[config.mk]
export PLATFORM = sky130hd
export DESIGN_NAME = pipe_rca_adder
export DESIGN_NICKNAME = d
export VERILOG_FILES = /design/src/rtl/pipe_rca_adder_pkg.sv /design/src/rtl/pipe_rca_seg.sv /design/src/rtl/pipe_rca_adder.sv
export SDC_FILE = /design/constraint.sdc
export NUM_CORES = 1
export LEC_CHECK = 0
export ABC_AREA = 1
export CAP_MARGIN = 10
export CORE_MARGIN = 5
export CORE_UTILIZATION = 54
export CTS_CLUSTER_SIZE = 10
export DETAILED_ROUTE_END_ITERATION = 6
export PLACE_DENSITY = 0.79
export SYNTH_ARGS = -nofsm -noshare
export SYNTH_HDL_FRONTEND = slang
export SYNTH_SLANG_ARGS = --single-unit
[constraint.sdc]
create_clock -name CK -period 2.35 [get_ports CK]
set_clock_uncertainty 0.05 [all_clocks]
set_input_delay 0.3525 -clock CK [delete_from_list [all_inputs] [get_ports CK]]
set_output_delay 0.3525 -clock CK [all_outputs]
set_load 0.03 [all_outputs]
[src/rtl/pipe_rca_adder_pkg.sv]
// Shared definitions for the carry-pipelined ripple adder.
// Holds the default segment width, the stage-count helper and the
// elaboration-time width legality check used by pipe_rca_adder.
package pipe_rca_adder_pkg;

  // Default number of bits handled by one pipeline segment.
  localparam int DEFAULT_SEG = 32'sd4;

  // Number of segments (and therefore latency in cycles) for a given split.
  // A zero segment width is illegal; return 1 so elaboration reaches the
  // width check instead of dividing by zero.
  function automatic int calc_stages(input int width, input int seg);
    if (seg > 32'sd0) begin
      return width / seg;
    end else begin
      return 32'sd1;
    end
  endfunction

  // A split is legal when the segment width is positive, not wider than the
  // operand, and divides the operand width exactly.
  function automatic bit width_ok(input int width, input int seg);
    return (seg > 32'sd0) && (width >= seg) && ((width % seg) == 32'sd0);
  endfunction

endpackage

[src/rtl/pipe_rca_seg.sv]
// One SEG-bit slice of the carry-pipelined ripple adder.
// Adds an already-aligned operand slice with the incoming carry and registers
// the slice sum and carry-out. Only the most significant segment (LAST=1)
// produces a signed overflow flag; every other segment drives ovf_o as 0 so
// the top level can simply OR-reduce the flags.
module pipe_rca_seg
  import pipe_rca_adder_pkg::*;
#(
  parameter int SEG  = DEFAULT_SEG,
  parameter bit LAST = 1'b0
) (
  input  logic           CK,
  input  logic           RST,
  input  logic           HOLD,
  input  logic [SEG-1:0] a_i,
  input  logic [SEG-1:0] b_i,
  input  logic           c_i,
  output logic [SEG-1:0] sum_o,
  output logic           c_o,
  output logic           ovf_o
);

  logic [SEG:0]   add_s;
  logic [SEG-1:0] sum_d;
  logic [SEG-1:0] sum_q;
  logic           c_d;
  logic           c_q;
  logic           ovf_d;
  logic           ovf_q;

  // Slice adder: sum, carry-out and (top slice only) signed overflow.
  // The carry into the MSB is recovered as a ^ b ^ sum at that bit.
  always_comb begin
    add_s = {1'b0, a_i} + {1'b0, b_i} + {{SEG{1'b0}}, c_i};
    sum_d = add_s[SEG-1:0];
    c_d   = add_s[SEG];
    if (LAST) begin
      ovf_d = a_i[SEG-1] ^ b_i[SEG-1] ^ add_s[SEG-1] ^ add_s[SEG];
    end else begin
      ovf_d = 1'b0;
    end
  end

  // Result registers: cleared by reset, frozen while HOLD is high.
  always_ff @(posedge CK) begin
    if (RST) begin
      sum_q <= '0;
      c_q   <= 1'b0;
      ovf_q <= 1'b0;
    end else if (!HOLD) begin
      sum_q <= sum_d;
      c_q   <= c_d;
      ovf_q <= ovf_d;
    end else begin
      sum_q <= sum_q;
      c_q   <= c_q;
      ovf_q <= ovf_q;
    end
  end

  assign sum_o = sum_q;
  assign c_o   = c_q;
  assign ovf_o = ovf_q;

endmodule

[src/rtl/pipe_rca_adder.sv]
// Carry-pipelined ripple adder.
// A WIDTH-bit add is split into STAGES = WIDTH/SEG segments with the carry
// registered between them. Operand slice k is delayed k cycles so it meets
// its carry, and slice sum k is delayed STAGES-1-k cycles so that every
// slice of one operation reaches SUM together. Latency is STAGES cycles of
// non-held clock edges, throughput one operation per cycle.
// Optional feature macro: PIPE_RCA_ADDER_SUB_EN adds a SUB input that turns
// the operation into A-B (CIN ignored, COUT=1 means no borrow).
module pipe_rca_adder
  import pipe_rca_adder_pkg::*;
#(
  parameter int WIDTH = 32'sd16,
  parameter int SEG   = DEFAULT_SEG
) (
  input  logic             CK,
  input  logic             RST,
  input  logic             HOLD,
  input  logic             IN_VLD,
  input  logic             CIN,
  input  logic [WIDTH-1:0] A,
  input  logic [WIDTH-1:0] B,
`ifdef PIPE_RCA_ADDER_SUB_EN
  input  logic             SUB,
`endif
  output logic             OUT_VLD,
  output logic [WIDTH-1:0] SUM,
  output logic             COUT,
  output logic             OVF
);

  localparam int STAGES = calc_stages(WIDTH, SEG);

  if (!width_ok(WIDTH, SEG)) begin : g_bad_width
    $error("pipe_rca_adder: WIDTH must be a positive multiple of SEG");
  end

  // Operand B and carry-in as seen by the segment chain.
  logic [WIDTH-1:0] b_in_s;
  logic             cin_in_s;

`ifdef PIPE_RCA_ADDER_SUB_EN
  // Subtract is folded in before the skew registers: inverting B and forcing
  // carry-in here is the same as skewing SUB next to each slice, without the
  // extra per-stage flag registers.
  always_comb begin
    if (SUB) begin
      b_in_s   = ~B;
      cin_in_s = 1'b1;
    end else begin
      b_in_s   = B;
      cin_in_s = CIN;
    end
  end
`else
  // Add only: operands go straight into the pipeline.
  always_comb begin
    b_in_s   = B;
    cin_in_s = CIN;
  end
`endif

  // Per-segment aligned inputs and registered outputs.
  logic [SEG-1:0]    a_seg_s   [STAGES];
  logic [SEG-1:0]    b_seg_s   [STAGES];
  logic [SEG-1:0]    sum_seg_s [STAGES];
  logic [STAGES-1:0] cin_seg_s;
  logic [STAGES-1:0] cout_seg_s;
  logic [STAGES-1:0] ovf_seg_s;

  for (genvar k = 32'sd0; k < STAGES; k++) begin : g_stage

    localparam int DSK = STAGES - 32'sd1 - k;

    if (k == 32'sd0) begin : g_noskew
      assign a_seg_s[k]   = A[SEG-1:0];
      assign b_seg_s[k]   = b_in_s[SEG-1:0];
      assign cin_seg_s[k] = cin_in_s;
    end else begin : g_skew
      logic [SEG-1:0] a_skew_d [k];
      logic [SEG-1:0] a_skew_q [k];
      logic [SEG-1:0] b_skew_d [k];
      logic [SEG-1:0] b_skew_q [k];

      // Operand skew shift: slice k enters here and leaves k cycles later.
      always_comb begin
        a_skew_d[0] = A[k*SEG +: SEG];
        b_skew_d[0] = b_in_s[k*SEG +: SEG];
        for (int j = 32'sd1; j < k; j++) begin
          a_skew_d[j] = a_skew_q[j-1];
          b_skew_d[j] = b_skew_q[j-1];
        end
      end

      // Operand skew registers: cleared by reset, frozen while HOLD is high.
      always_ff @(posedge CK) begin
        if (RST) begin
          a_skew_q <= '{default: '0};
          b_skew_q <= '{default: '0};
        end else if (!HOLD) begin
          a_skew_q <= a_skew_d;
          b_skew_q <= b_skew_d;
        end else begin
          a_skew_q <= a_skew_q;
          b_skew_q <= b_skew_q;
        end
      end

      assign a_seg_s[k]   = a_skew_q[k-1];
      assign b_seg_s[k]   = b_skew_q[k-1];
      assign cin_seg_s[k] = cout_seg_s[k-1];
    end

    pipe_rca_seg #(
      .SEG  (SEG),
      .LAST (k == (STAGES - 32'sd1))
    ) u_seg (
      .CK    (CK),
      .RST   (RST),
      .HOLD  (HOLD),
      .a_i   (a_seg_s[k]),
      .b_i   (b_seg_s[k]),
      .c_i   (cin_seg_s[k]),
      .sum_o (sum_seg_s[k]),
      .c_o   (cout_seg_s[k]),
      .ovf_o (ovf_seg_s[k])
    );

    if (DSK == 32'sd0) begin : g_nodeskew
      assign SUM[k*SEG +: SEG] = sum_seg_s[k];
    end else begin : g_deskew
      logic [SEG-1:0] dsk_d [DSK];
      logic [SEG-1:0] dsk_q [DSK];

      // Result de-skew shift: lower slices wait for the upper slices.
      always_comb begin
        dsk_d[0] = sum_seg_s[k];
        for (int j = 32'sd1; j < DSK; j++) begin
          dsk_d[j] = dsk_q[j-1];
        end
      end

      // De-skew registers: cleared by reset, frozen while HOLD is high.
      always_ff @(posedge CK) begin
        if (RST) begin
          dsk_q <= '{default: '0};
        end else if (!HOLD) begin
          dsk_q <= dsk_d;
        end else begin
          dsk_q <= dsk_q;
        end
      end

      assign SUM[k*SEG +: SEG] = dsk_q[DSK-1];
    end
  end

  // Valid tag travels STAGES deep alongside the data.
  logic [STAGES-1:0] vld_d;
  logic [STAGES-1:0] vld_q;

  // Valid shift: new tag enters at bit 0.
  always_comb begin
    vld_d    = vld_q << 1'b1;
    vld_d[0] = IN_VLD;
  end

  // Valid registers: reset discards all in-flight operations.
  always_ff @(posedge CK) begin
    if (RST) begin
      vld_q <= '0;
    end else if (!HOLD) begin
      vld_q <= vld_d;
    end else begin
      vld_q <= vld_q;
    end
  end

  assign OUT_VLD = vld_q[STAGES-1];
  assign COUT    = cout_seg_s[STAGES-1];
  // Only the top segment can raise its overflow flag.
  assign OVF     = |ovf_seg_s;

endmodule
==> impl_metrics.sql <==
INSERT INTO impl_metrics (metric_group, metric, value, unit) VALUES
('yosys', 'ys_types', '22', ''),
('timing', 'rsz0062_at_grt', 'false', ''),
('global_route', 'vias_in_the_first_global_route', '3009', ''),
('yosys', 'synth.yosys.warnings', '0', ''),
('timing', 'maxSlewViolCount', '0', ''),
('finish', 'antenna-diode-count', '0', ''),
('yosys', 'ys_top_cells_by_area', 'dfxtp_1 49%, nor2_1 17%, o21ai_0 12%, fa_1 4.0%, ha_1 3.8%', ''),
('power', 'power_switching', '0.862', 'mW'),
('detailed_routing', 'drc', '0', ''),
('setup_path', 'cp.buffers_inverters', '1', ''),
('setup_path', 'critical_path_required_time', '1950', 'ps'),
('clocking', 'cts_tree', 'built', ''),
('detailed_routing', 'wl_per_cell', '11.8', 'um'),
('placed_design', 'placedCellCount', '637', ''),
('setup_path', 'r2r_end', 'g_stage[3].u_seg.ovf_o', ''),
('finish', 'most_common_library_cell_in_the_layout_ignoring_fill_and_taps', 'nor2_1', ''),
('timing', 'tns', '0', 'ps'),
('detailed_routing', 'routed_wirelength', '7720', 'um'),
('yosys', 'synth_sequential_area_ratio', '0.486', ''),
('detailed_routing', 'vias_per_cell', '4.96', ''),
('placed_design', 'dp.final_hpwl', '5200', 'um'),
('floorplan', 'core_area', '7210', 'um2'),
('global_route', 'grt_pass1_wl', '13000', 'um'),
('finish', 'top_library_cells_by_usage_in_the_layout_fill_and_taps_aside', '177 x nor2_1, 97 x dfxtp_1, 93 x o21ai_0', ''),
('detailed_routing', 'met2_length', '3600', 'um'),
('global_route', 'grt_max_degree', '57', ''),
('setup_path', 'end_kind', 'output port', ''),
('floorplan', 'floorplan.io_pins', '56', ''),
('min_path', 'worstHoldPathType', 'flop to flop', ''),
('yosys', 'yosysTopAreaCell', 'dfxtp_1', ''),
('clocking', 'cts_made_buffers', '9', ''),
('power', 'pwr-share-clk', '0.306', ''),
('clocking', 'clock_tree.root_cell', 'clkbuf_8', ''),
('setup_path', 'critical_path.startpoint_type', 'flop', ''),
('power', 'power.switching_fraction', '0.259', ''),
('detailed_routing', 'detail_route.first_pass.iterations', '4', ''),
('timing', 'period_needed', '1840', 'ps'),
('timing', 'tightestPinTransition', '453', 'ps'),
('setup_path', 'rrSetupSlack', '540', 'ps'),
('yosys', 'netlist_area', '4000', 'um2'),
('setup_path', 'crit_family', 'buffers and inverters', ''),
('placed_design', 'numPortBuffers', '55', ''),
('global_route', 'grt_antenna_before_repair', '0', ''),
('setup_path', 'worst_path_max_delay_cell', 'clkdlybuf4s50_1', ''),
('min_path', 'worst_hold_path_cell_count', '2', ''),
('detailed_routing', 'detail_route.wirelength.met1', '3650', 'um'),
('yosys', 'syn-instance-count', '508', ''),
('timing', 'max_slew_margin', '0.698', ''),
('detailed_routing', 'ant_nets', '0', ''),
('clocking', 'cts_buffer_depth', '2', ''),
('power', 'pwr_density_cell', '707', 'nW/um2'),
('power', 'combPwrFrac', '0.146', ''),
('power', 'p_leak', '2.08', 'nW'),
('finish', 'drive_above_1_share', '0.0398', ''),
('clocking', 'cts_post_setup_buffers_inserted', '0', ''),
('placed_design', 'dpl_worst_slack', '336', 'ps'),
('timing', 'hold_violations', '0', ''),
('finish', 'n_fill_cell', '638', ''),
('clocking', 'clkLatencyLatePin', '360', 'ps'),
('min_path', 'worst_hold_path.endpoint', 'g_stage[1].g_deskew.dsk_d[3]', ''),
('setup_path', 'crit_fanout', '2', ''),
('floorplan', 'chipWidth', '96.0', 'um'),
('clocking', 'ctsHtreeMaxLevel', '3', ''),
('yosys', 'synth_fp_nets', '565', ''),
('yosys', 'post-synth-top-area-fraction', '0.486', ''),
('timing', 'post-route-period-util', '0.782', ''),
('setup_path', 'setup.worst_path.class', 'flop to output port', ''),
('status', 'outcome', 'finished clean', ''),
('setup_path', 'cp_cell_sequence', 'clkdlybuf4s50_1', ''),
('detailed_routing', 'route.met3.wl', '340', 'um'),
('setup_path', 'critical_path_max_stage_delay', '700', 'ps');
how the worst max path moves through the flow:
stage / start / to / slack (ps) / depth (start not counted)
finish: SUM[3] / SUM[3] / 510 / 1
global route: a_seg_s[0] / g_stage[3].u_seg.ovf_o / 450 / 8
CTS: SUM[3] / SUM[3] / 500 / 1
detailed placement: A[0] / g_stage[0].u_seg.sum_o[1] / 340 / 5
global placement: A[0] / g_stage[0].u_seg.sum_o[2] / 380 / 7
floorplan: a_seg_s[0] / g_stage[3].u_seg.sum_o[2] / 680 / 5
registers in the layout, indices dropped and copies added, names as in the netlist:
register	flops
g_stage.u_seg.sum_o	16
g_stage.g_deskew.dsk_d	12
g_stage.g_skew.a_skew_d	12
g_stage.g_skew.b_skew_d	12
SUM	8
a_seg_s	8
b_seg_s	8
g_stage.u_seg.c_o	4
g_stage.g_skew.a_skew_q	4
g_stage.g_skew.b_skew_q	4
g_stage.g_deskew.dsk_q	4
vld_q	4
g_stage.u_seg.ovf_o	1
cell type report:
type                            instances  area, um2  area share
Clock buffer                           12        135      0.0287
Clock inverter                          3       42.5     0.00904
Inverter                               28        108      0.0229
Multi-Input combinational cell        352       1740       0.369
Sequential cell                        97       1940       0.413
Tap cell                               99        124      0.0263
Timing Repair Buffer                   61        616       0.131
through the flow:
step / area, um2 / power (mW) / util / hold slack, ps
after floorplan: 4000 / 2.18 / - / 383
after global placement: 4530 / 2.33 / 0.627 / 397
after detailed placement: 4530 / 2.35 / 0.627 / 403
after CTS: 4700 / 3.36 / 0.652 / 419
after global routing: 4700 / 3.51 / 0.652 / 441
final: 4700 / 3.33 / 0.652 / 416
logic make-up (layout without fill, tap and decap cells):
logic type,count (synthesis),after routing,share of synthesized area
flip-flops,97,97,0.486
AO/OA/AOI/OAI,109,109,0.137
adder cells (fa/ha/maj),20,20,0.0776
AND/OR/NAND/NOR,220,220,0.213
buffers and inverters,59,104,0.0798
XOR/XNOR,3,3,0.00657
synth_stat cells:
cell	count
nor2_1	177
dfxtp_1	97
o21ai_0	93
nand2_1	28
inv_1	26
a21oi_1	13
buf_2	13
ha_1	12
nand3_1	11
buf_6	10
fa_1	8
clkbuf_1	7
nand3b_1	2
o21ai_1	2
xnor2_1	2
buf_4	1
inv_2	1
inv_4	1
nand4_1	1
o211ai_1	1
or2_2	1
xor2_1	1
power groups by stage:
stage	logic [mW]	clock network (mW)	registers, mW
floorplan	0.296	0	1.89
global placement	0.476	0	1.86
detailed placement	0.490	0	1.86
CTS	0.493	1.04	1.82
global route	0.554	1.12	1.84
finish	0.487	1.02	1.82
per-layer routing:
layer | up-vias | global-route usage
li1 | 1694 | -
met5 | - | 0
met2 | 64 | 0.296
met4 | 0 | 0.0758
met3 | 11 | 0.0328
met1 | 1465 | 0.227
No activity file was read; power rests on OpenSTA's default activity.
